==> config.mk <==
export PLATFORM = sky130hd
export DESIGN_NAME = demod_cal_scheduler
export DESIGN_NICKNAME = d
export VERILOG_FILES = /design/src/rtl/demod_cal_scheduler.sv
export SDC_FILE = /design/constraint.sdc
export NUM_CORES = 1
export LEC_CHECK = 0
export ABC_AREA = 1
export CAP_MARGIN = 40
export CELL_PAD_IN_SITES_DETAIL_PLACEMENT = 1
export CELL_PAD_IN_SITES_GLOBAL_PLACEMENT = 1
export CORE_MARGIN = 2
export CORE_UTILIZATION = 48
export CTS_BUF_LIST = sky130_fd_sc_hd__clkbuf_4 sky130_fd_sc_hd__clkbuf_8
export CTS_CLUSTER_SIZE = 30
export DETAILED_ROUTE_END_ITERATION = 8
export DONT_BUFFER_PORTS = 1
export GPL_TIMING_DRIVEN = 0
export PLACE_DENSITY = 0.9
export SLEW_MARGIN = 20
export SYNTH_ARGS = -nofsm -noshare
export SYNTH_HDL_FRONTEND = slang
export SYNTH_SLANG_ARGS = --single-unit
==> constraint.sdc <==
create_clock -name clk -period 5.6 [get_ports clk]
set_clock_uncertainty 0.1 [all_clocks]
set_input_delay 0.84 -clock clk [delete_from_list [all_inputs] [get_ports clk]]
set_output_delay 0.84 -clock clk [all_outputs]
set_load 0.05 [all_outputs]
==> src/rtl/demod_cal_scheduler.sv <==
// Carrier-phase calibration scheduler: sweeps every phase, accumulates |product|
// per phase, and applies the phase with the largest accumulated metric.
module demod_cal_scheduler #(
    parameter int unsigned DATA_W       = 32,
    parameter int unsigned PHASE_W      = 4,
    parameter int unsigned CAL_LEN      = 64,
    parameter int unsigned SETTLE       = 4,
    parameter int unsigned CAL_INTERVAL = 16
) (
    input  logic                               clk,
    input  logic                               rst,
    input  logic                               s_valid,
    input  logic                               s_last,
    output logic                               s_ready,
    output logic                               dm_valid,
    input  logic                               dm_ready,
    input  logic                               dm_out_valid,
    input  logic signed [DATA_W-1:0]           dm_out_data,
    input  logic                               dm_out_last,
    output logic                               dm_out_ready,
    output logic                               m_valid,
    input  logic                               m_ready,
    input  logic                               cal_req,
    output logic [PHASE_W-1:0]                 phase_sel,
    output logic                               cal_busy,
    output logic                               cal_done,
    output logic [DATA_W+$clog2(CAL_LEN)-1:0]  best_metric
);

    localparam int unsigned NUM_PH  = 1 << PHASE_W;
    localparam int unsigned ACC_W   = DATA_W + $clog2(CAL_LEN);
    localparam int unsigned CNT_MAX = (CAL_LEN > SETTLE) ? CAL_LEN : SETTLE;
    localparam int unsigned CNT_W   = $clog2(CNT_MAX + 1);
    localparam int unsigned PKT_W   = $clog2(CAL_INTERVAL + 2);

    typedef enum logic [2:0] {
        RUN,
        CAL_SET,
        CAL_SETTLE,
        CAL_ACC,
        CAL_CMP,
        CAL_APPLY
    } state_t;

    state_t               state_q;
    state_t               state_d;
    logic [PHASE_W-1:0]   idx_q;
    logic [PHASE_W-1:0]   best_idx_q;
    logic [ACC_W-1:0]     acc_q;
    logic [ACC_W-1:0]     best_q;
    logic [CNT_W-1:0]     cnt_q;
    logic [PKT_W-1:0]     pkt_cnt_q;
    logic                 pending_q;
    logic                 in_pkt_s_q;
    logic                 in_pkt_m_q;

    logic                 hold_c;
    logic                 s_hs_c;
    logic                 o_hs_c;
    logic                 pkt_inc_c;
    logic                 pkt_hit_c;
    logic [DATA_W-1:0]    prod_bits_c;
    logic [DATA_W-1:0]    prod_abs_c;

    // Magnitude as unsigned so the most-negative product maps to 2^(DATA_W-1).
    assign prod_bits_c = dm_out_data;
    assign prod_abs_c  = prod_bits_c[DATA_W-1] ? (~prod_bits_c + DATA_W'(1)) : prod_bits_c;

    assign hold_c    = pending_q & ~in_pkt_s_q;
    assign s_hs_c    = s_valid & s_ready;
    assign o_hs_c    = dm_out_valid & dm_out_ready;
    assign pkt_inc_c = (CAL_INTERVAL != 0) && o_hs_c && dm_out_last
                       && (pkt_cnt_q != PKT_W'(CAL_INTERVAL));
    assign pkt_hit_c = pkt_inc_c && (pkt_cnt_q == PKT_W'(CAL_INTERVAL - 1));

    // State register
    always_ff @(posedge clk or posedge rst) begin
        if (rst) begin
            state_q <= CAL_SET;
        end else begin
            state_q <= state_d;
        end
    end

    // Next state and stream steering
    always_comb begin
        state_d      = state_q;
        s_ready      = dm_ready;
        dm_valid     = s_valid;
        m_valid      = 1'b0;
        dm_out_ready = 1'b1;
        cal_busy     = 1'b1;
        cal_done     = 1'b0;
        case (state_q)
            RUN: begin
                s_ready      = dm_ready & ~hold_c;
                dm_valid     = s_valid & ~hold_c;
                m_valid      = dm_out_valid;
                dm_out_ready = m_ready;
                cal_busy     = 1'b0;
                if (pending_q && !in_pkt_s_q && !in_pkt_m_q && !dm_out_valid) begin
                    state_d = CAL_SET;
                end
            end
            CAL_SET: begin
                state_d = (SETTLE == 0) ? CAL_ACC : CAL_SETTLE;
            end
            CAL_SETTLE: begin
                if (cnt_q == CNT_W'(SETTLE - 1)) begin
                    state_d = CAL_ACC;
                end
            end
            CAL_ACC: begin
                if (dm_out_valid && (cnt_q == CNT_W'(CAL_LEN - 1))) begin
                    state_d = CAL_CMP;
                end
            end
            CAL_CMP: begin
                state_d = (idx_q == PHASE_W'(NUM_PH - 1)) ? CAL_APPLY : CAL_SET;
            end
            CAL_APPLY: begin
                cal_done = 1'b1;
                state_d  = RUN;
            end
            default: begin
                state_d = CAL_SET;
            end
        endcase
    end

    // Packet tracking, sweep datapath and result registers
    always_ff @(posedge clk or posedge rst) begin
        if (rst) begin
            idx_q       <= '0;
            best_idx_q  <= '0;
            acc_q       <= '0;
            best_q      <= '0;
            cnt_q       <= '0;
            pkt_cnt_q   <= '0;
            pending_q   <= 1'b0;
            in_pkt_s_q  <= 1'b0;
            in_pkt_m_q  <= 1'b0;
            phase_sel   <= '0;
            best_metric <= '0;
        end else begin
            case (state_q)
                RUN: begin
                    if (s_hs_c) begin
                        in_pkt_s_q <= ~s_last;
                    end
                    if (o_hs_c) begin
                        in_pkt_m_q <= ~dm_out_last;
                    end
                    if (state_d == CAL_SET) begin
                        pending_q <= 1'b0;
                        pkt_cnt_q <= '0;
                        idx_q     <= '0;
                    end else begin
                        if (pkt_inc_c) begin
                            pkt_cnt_q <= pkt_cnt_q + PKT_W'(1);
                        end
                        if (cal_req || pkt_hit_c) begin
                            pending_q <= 1'b1;
                        end
                    end
                end
                CAL_SET: begin
                    phase_sel <= idx_q;
                    acc_q     <= '0;
                    cnt_q     <= '0;
                end
                CAL_SETTLE: begin
                    cnt_q <= (state_d == CAL_ACC) ? '0 : cnt_q + CNT_W'(1);
                end
                CAL_ACC: begin
                    if (dm_out_valid) begin
                        acc_q <= acc_q + ACC_W'(prod_abs_c);
                        cnt_q <= cnt_q + CNT_W'(1);
                    end
                end
                CAL_CMP: begin
                    // Strict compare so ties keep the lower phase index.
                    if ((idx_q == '0) || (acc_q > best_q)) begin
                        best_q     <= acc_q;
                        best_idx_q <= idx_q;
                    end
                    if (idx_q != PHASE_W'(NUM_PH - 1)) begin
                        idx_q <= idx_q + PHASE_W'(1);
                    end
                end
                CAL_APPLY: begin
                    phase_sel   <= best_idx_q;
                    best_metric <= best_q;
                end
                default: begin
                    cnt_q <= '0;
                end
            endcase
        end
    end

endmodule

After elaboration in Yosys (flattened, before gate mapping)
Cells that the tools add are included.
W data, S select, Z words.
Operators by class
  shift operators: 0
  order comparisons: 1
  muxes and demuxes: 25
  bitwise logic cells: 11
  multipliers: 0
  reductions and logical operators: 28
  $add $sub $neg: 5
  equal/unequal tests: 16
  divide/modulo/power cells: 0
Operators by type and width (count)
  $pmux W38 S2: 1
  $add A38 B32 Y38: 1
  $gt A38 B38 Y1: 1
  $mux W38: 1
  $add A32 B1 Y32 const B: 1
  $mux W32: 1
  $not A32 Y32: 1
  $pmux W7 S3: 1
  $pmux W3 S6: 1
  $pmux W4 S2: 2
  $mux W7: 2
  $reduce_and A2 Y1: 7
  $mux W3: 4
  $mux W5: 2
  $reduce_bool A2 Y1: 5
  $eq A3 B2 Y1 const B: 3
  $mux W1: 8
  $mux W4: 2
  $add A7 B1 Y7 const B: 1
  $eq A7 B2 Y1 const B: 1
  $eq A7 B6 Y1 const B: 1
  $logic_and A1 B1 Y1: 7
  $eq A3 B1 Y1 const B: 2
  $eq A3 B3 Y1 const B: 2
  15 further kinds: 28
Word-level totals
  bits of input ports: 41
  word-level logic and storage cells: 98
  latch bits: 0
  RAM bits: 0
  memory bits (read-only): 0
  bits in registers: 144
  memories kept: 0
  output and inout bits: 48

Logic depth before layout (Yosys ltp)
Gate-level depths: netlist (run 1).
  depth after elaboration: 9
  mapped depth: 21
  depth with buffers taken out: 21

Worst setup path after synthesis (run 1)
No wires, ideal clock.
  path type: in2reg
  start point: in dm_out_data[1]
  end point: reg acc_q[37]
  setup slack: 2.163 ns
  path buffers: 0
  required time: 5.381 ns
  cell stages on the path: 18
  setup time: 0.119 ns
  arrival: 3.218 ns
  cell sequence: inv_1 ha_1 nand3_2 nor3_4 nand3_2 o21ai_4 o211ai_1 xor2_1 ha_1 nand2_1 nor2_1 nand2_1 nor3b_1 nand3_1 nand3_1 nand3_1 nand2_1 nor2_1
On the way
  longest elaborated chain between the ends: 6
Ends and longest elaborated chain
  start: declaration: line 18  | input logic signed [DATA_W-1:0] dm_out_data,
  $not A32 Y32: line 67  | assign prod_abs_c = prod_bits_c[DATA_W-1] ? (~prod_bits_c + DATA_W'(1)) : prod_bits_c;
  $add A32 B1 Y32: line 67
  $mux W32 (*): line 67
  $add A38 B32 Y38 (*): line 177  | acc_q <= acc_q + ACC_W'(prod_abs_c);
  $mux W38 (*): line 176  | if (dm_out_valid) begin
  $pmux W38 S2 (*): line 146  | case (state_q)
  end signal: assignment: line 177
  end: declaration: line 49  | logic [ACC_W-1:0] acc_q;
Mark *: on every way between the ends. The rest lies on a longest branch, timed or not. The select of a mux whose other input is x is not followed.
A chain may end at the register's enable or synchronous reset.

Final worst setup path (run 1)
  start point: in dm_out_data[31]
  end point: reg acc_q[28]
On the way
  longest elaborated chain between the ends: 4
Ends and longest elaborated chain (line)
  $mux W32: 67
  $add A38 B32 Y38: 177
  $mux W38: 176
  $pmux W38 S2: 146
Every way passes these cells. The select of a mux whose other input is x is not followed.

==> flow_summary.ini, run 1 <==
[detailed_routing]
dr.pass1.iters = 5
num_vias = 9587
routed_wl_um = 32400
postRouteAntennaNets = 0
wl_per_cell_um = 18.5
drc_errors = 0
vias_per_cell = 5.48
drt_iter0_drc = 515

[synthesis]
yosys.area_share.simple = 0.318
syn-cell-area_sq_mm = 0.0101
synthMuxAreaShare = 0
synthAdderAreaFrac = 0.0986
async_flop_share = 1.00
synth_compound_area_frac = 0.107
yosys_warnings = 0
synth_flop_cell = dfrtp_1
ys_ff_latch = 144
synth_top_family_by_area = simple AND/OR/NAND/NOR gates
avgSynthCellArea_sq_um = 7.02
yosysSeqAreaShare = 0.357
synth_edf_count = 0
synthCells = 1439
mappedNetlistNets = 1559
synth.distinct_cells = 49
synth_xor_area_frac = 0.0338

[worst_setup_path]
cpMaxStageDelayCell = clkbuf_1
cp_common_cell = nand2_1
path_class = input port to register
cp.required_ns = 5.87
cp_cell_sequence = clkbuf_1 -> clkbuf_1 -> nand2_1 -> o21ai_0 -> inv_1 -> fa_1 -> inv_1 -> nand3_1 -> nand3_1 -> a21oi_1 -> o21ai_1 -> nand3b_1 -> nand2_1 -> nand2_1 -> nand3_1 -> nand2_1
cp_data_arrival_time_ns = 4.44
reg2regPathDepth = 13
worst_path_largest_cell_delay_ns = 0.68
cp_max_fo = 10
start_kind = input port
worst_setup_path_end_kind = register

[die]
die_y_um = 149
die_area_sq_mm = 0.0222
core_area_sq_mm = 0.0208
die-width_um = 149
ios = 89
num_rows = 53
start_util = 0.485

[cts]
path_clk_slew_ns = 0.10
cts_tree = yes
clk_latency_ns = 0.49
post_cts_buffers = 0
cts_root_buffer = clkbuf_8
clock_sinks = 144
htreeDepth = 4
clockBufferDepth = 2
postCtsResizedCells = 0
cts_buffers = 17
postCtsHoldBufs = 0

[finish]
final_common_cell = nand2_1
final_cell_mix = 482 x nand2_1, 178 x inv_1, 143 x dfrtp_1
drive_above_1_share = 0.0577
syn2layout_area_growth_pct = 7.80
n_antenna_cell = 0
fin_util = 0.523
fin_nets = 1581

[power]
power_leakage_nw = 5.71
clockPowerShare = 0.179
swShare = 0.516
peakVddDrop_mv = 0.256
power_density_mw_per_mm2 = 456
pwr-share-comb = 0.531
seqPwrFrac = 0.291
p_int_mw = 2.40
switchingPower_mw = 2.56

[outcome]
outcome = finished clean

[timing]
setup_violations = 0
fmax_ghz = 0.240
fin_crit_ns = 4.17
setup_tns_ns = 0
grt_setup_unrepaired = false
hold_violations = 0
slew_viol_final = 0
slew_headroom = 0.409
finalCritPeriodShare = 0.745
worstMarginPinSlew_ns = 0.883

[place]
dpl.hpwl_um = 25400
gp_congestion = 0.914
io_buffers = 0

[global_route]
grt.total_usage = 0.303
grt_pass1_wl_um = 52300
first_global_vias = 10100
grt_start_max_net_pins = 77
grt_antenna_before_repair = 0
overflow = 0

[hold_path]
hp-class = input port to async pin

[job]
maxCapViolCount = 0
==> power groups by stage <==
stage          clock network, mW  logic [mW]  registers (mW)
3_3_place_gp                   0        2.46            1.44
5_1_grt                    0.943        2.95            1.47
2_1_floorplan                  0        1.87            1.39
6_report                   0.887        2.64            1.44
3_5_place_dp                   0        2.58            1.46
4_1_cts                    0.898        2.62            1.44
==> synthesized netlist by cell type (7+ instances only) <==
| library cell | count | area (sq um) |
|---|---|---|
| nor2_2 | 7 | 43.8 |
| nor3_1 | 11 | 55.1 |
| o21ai_0 | 84 | 420 |
| nand4_1 | 11 | 68.8 |
| xnor2_1 | 11 | 96.3 |
| buf_2 | 10 | 50.1 |
| a21oi_1 | 67 | 335 |
| nor2_1 | 138 | 518 |
| clkbuf_1 | 11 | 41.3 |
| nand3_1 | 88 | 440 |
| inv_1 | 179 | 672 |
| ha_1 | 78 | 976 |
| nand2_1 | 482 | 1810 |
| dfrtp_1 | 143 | 3580 |
| o21ai_1 | 10 | 50.1 |
| xor2_1 | 28 | 245 |
==> per-stage QoR <==
step | power, mW | hold slack (ns) | std cells | setup slack (ns) | area, sq um
global placement | 3.90 | 0.353 | 1714 | -0.907 | 10400
CTS | 4.96 | 0.141 | 1749 | 1.54 | 10900
finish | 4.97 | 0.113 | 1749 | 1.43 | 10900
global route | 5.37 | 0.134 | 1749 | 1.22 | 10900
detailed placement | 4.04 | 0.358 | 1717 | 1.04 | 10500
floorplan | 3.25 | 0.342 | 1439 | 0.795 | 10100
==> layer usage <==
metal / vias to the layer above / track usage / wire (um)
met5: - / 0 / 0
met4: 0 / 0.0938 / 740
met3: 54 / 0.0428 / 1290
met2: 202 / 0.540 / 16400
met1: 4692 / 0.379 / 14000
li1: 4639 / - / -
==> worst paths after layout <==
path,from,slack (ns),to
worst max register to register,acc_q[0],2.75,acc_q[28]
worst min register to register,best_q[17],0.37,best_q[17]
max in group asynchronous,rst,4.53,best_q[23]
worst min-delay path,rst,0.11,best_metric[0]
min in group clk,s_last,0.35,in_pkt_s_q
worst max-delay path,dm_out_data[31],1.43,acc_q[28]
==> flip-flops by register name, indices dropped and copies added, names as in the netlist <==
register and cells:
pkt_cnt_q 5, idx_q 4, best_metric 38, state_q 3
in_pkt_m_q 1, acc_q 38, in_pkt_s_q 1, best_idx_q 4
cnt_q 7, pending_q 1, phase_sel 4, best_q 38
==> cells by family (layout without fill, tap and decap cells) <==
| logic type | count (synthesis) | count (layout) |
|---|---|---|
| XOR/XNOR | 39 | 39 |
| AND/OR/NAND/NOR | 769 | 769 |
| adder cells (fa/ha/maj) | 79 | 79 |
| AO/OA/AOI/OAI | 195 | 195 |
| buffers and inverters | 213 | 248 |
| flip-flops | 144 | 144 |
==> layout make-up <==
class | count | area [sq um]
clock inverters | 15 | 164
multi-input cells | 1082 | 5640
flip-flops and latches | 144 | 3600
well taps | 275 | 344
inverters | 182 | 691
plain buffers | 31 | 181
repair buffers | 3 | 38.8
clock buffers | 17 | 234
fillers | 2788 | 9930
==> critical path, delay by kind of cell <==
| kind | cells | cell delay [ns] |
|---|---|---|
| compound gates | 3 | 0.75 |
| fa+ha+maj | 1 | 0.40 |
| buf+inv | 4 | 1.52 |
| simple gates | 8 | 0.95 |
(Power assumes the default switching activity.)
==> run 2: changes to the inputs <==
==> constraint.sdc (replaced) <==
create_clock -name clk -period 4.15 [get_ports clk]
set_clock_uncertainty 0.1 [all_clocks]
set_input_delay 0.6225 -clock clk [delete_from_list [all_inputs] [get_ports clk]]
set_output_delay 0.6225 -clock clk [all_outputs]
set_load 0.05 [all_outputs]
==> flow_summary.ini, run 2 (same netlist as run 1, synthesis figures left out) <==
[worst_setup_path]
path_class = input port to register
cp_max_fo = 10
start_kind = input port
cp.required_ns = 4.43
worst_setup_path_end_kind = register
cp_common_cell = nand3_1
worst_path_largest_cell_delay_ns = 0.65
cp_cell_sequence = clkbuf_1 -> clkbuf_1 -> nand2_1 -> o21ai_0 -> inv_1 -> fa_1 -> inv_1 -> nand3_1 -> nand3_1 -> a21oi_1 -> o21ai_1 -> nand3_1 -> nand2_1 -> nand3_1 -> nand2_1 -> nor2_1
cpMaxStageDelayCell = clkbuf_1
cp_data_arrival_time_ns = 3.90

[power]
swShare = 0.520
peakVddDrop_mv = 0.307
pwr-share-comb = 0.532
power_density_mw_per_mm2 = 608
clockPowerShare = 0.175
p_int_mw = 3.20
seqPwrFrac = 0.293
report.power.total_mw = 6.66
switchingPower_mw = 3.46
power_leakage_nw = 5.74

[finish]
drive_above_1_share = 0.0602
reg_top3 = acc_q: 38 flops, best_metric: 38 flops, best_q: 38 flops
final_cell_mix = 482 x nand2_1, 178 x inv_1, 143 x dfrtp_1
syn2layout_area_growth_pct = 8.48
fin_nets = 1586
n_antenna_cell = 0
final_common_cell = nand2_1

[detailed_routing]
routed_wl_um = 32600
drt_iter0_drc = 436
dr.pass1.iters = 8
wl_per_cell_um = 18.6
vias_per_cell = 5.49
drc_errors = 0
num_vias = 9629
postRouteAntennaNets = 0

[global_route]
grt_use_met1 = 0.358
grtUsageMet3 = 0.0578
busiest_layer = met2
use_met2 = 0.530
overflow = 0
grt_pass1_wl_um = 52000
grt_antenna_before_repair = 0
grt_start_max_net_pins = 35
first_global_vias = 10300
grt.total_usage = 0.301

[cts]
postCtsHoldBufs = 1
cts_buffers = 17
clock_sinks = 144
clockBufferDepth = 2
path_clk_slew_ns = 0.10
post_cts_buffers = 0
cts_tree = yes
postCtsResizedCells = 0
htreeDepth = 4
clk_latency_ns = 0.49
cts_root_buffer = clkbuf_8

[die]
die-width_um = 149
num_rows = 53
die_y_um = 149
start_util = 0.485
ios = 89
core_area_sq_mm = 0.0208
die_area_sq_mm = 0.0222

[timing]
setup_tns_ns = 0
slew_viol_final = 0
holdWs_ns = 0.139
slew_headroom = 0.406
setup_violations = 0
fin_crit_ns = 3.61
fin_ws_ns = 0.536
hold_violations = 0
worstMarginPinSlew_ns = 0.887
grt_setup_unrepaired = false
finalCritPeriodShare = 0.871
fmax_ghz = 0.277

[place]
dpl.hpwl_um = 26100
post-place-ws_ns = -0.307
io_buffers = 0
gp_congestion = 0.940

[outcome]
outcome = finished clean

[hold_path]
hp-class = input port to register

[job]
maxCapViolCount = 0
## run 2: cell type report
class,count,area [sq um]
inverter,182,687
clock buffer,17,234
multi-input combinational,1082,5640
clock inverter,15,163
sequential,144,3600
tap,275,344
buffer,31,181
timing repair buffer,8,113
fill,2759,9860
## run 2: final timing paths
path                                      start              to  slack (ns)  cells past startpoint
worst max-delay path            dm_out_data[31]       acc_q[32]        0.54                     16
min in group asynchronous                   rst  best_metric[9]        0.60                      2
max in group asynchronous                   rst      state_q[0]        2.49                      4
worst max register to register         acc_q[0]       acc_q[32]        1.26                     13
worst min register to register       best_q[16]      best_q[16]        0.38                      2
worst min-delay path                     s_last      in_pkt_s_q        0.14                      1
## run 2: routing by layer
layer,up-vias,share of wire
li1,4650,-
met3,63,0.049
met5,-,0
met1,4687,0.42
met2,229,0.49
met4,0,0.037
## run 2: power groups by stage
stage	Sequential [mW]	Combinational, mW	Clock (mW)
4_1_cts	1.95	3.53	1.17
6_report	1.95	3.55	1.17
2_1_floorplan	1.88	2.52	0
5_1_grt	1.99	3.96	1.23
3_3_place_gp	1.95	3.32	0
3_5_place_dp	1.97	3.48	0
## run 2: through the flow
step	utilization	area, sq um	instances
after floorplan	-	10100	1439
after global placement	0.502	10500	1714
after detailed placement	0.506	10500	1720
after CTS	0.526	11000	1753
after global routing	0.526	11000	1754
final	0.526	11000	1754
## run 2: critical path: cells and delay by family
family | cells | cell delay, ns
compound gates | 3 | 0.74
fa+ha+maj | 1 | 0.41
buf+inv | 4 | 1.15
simple gates | 8 | 0.96
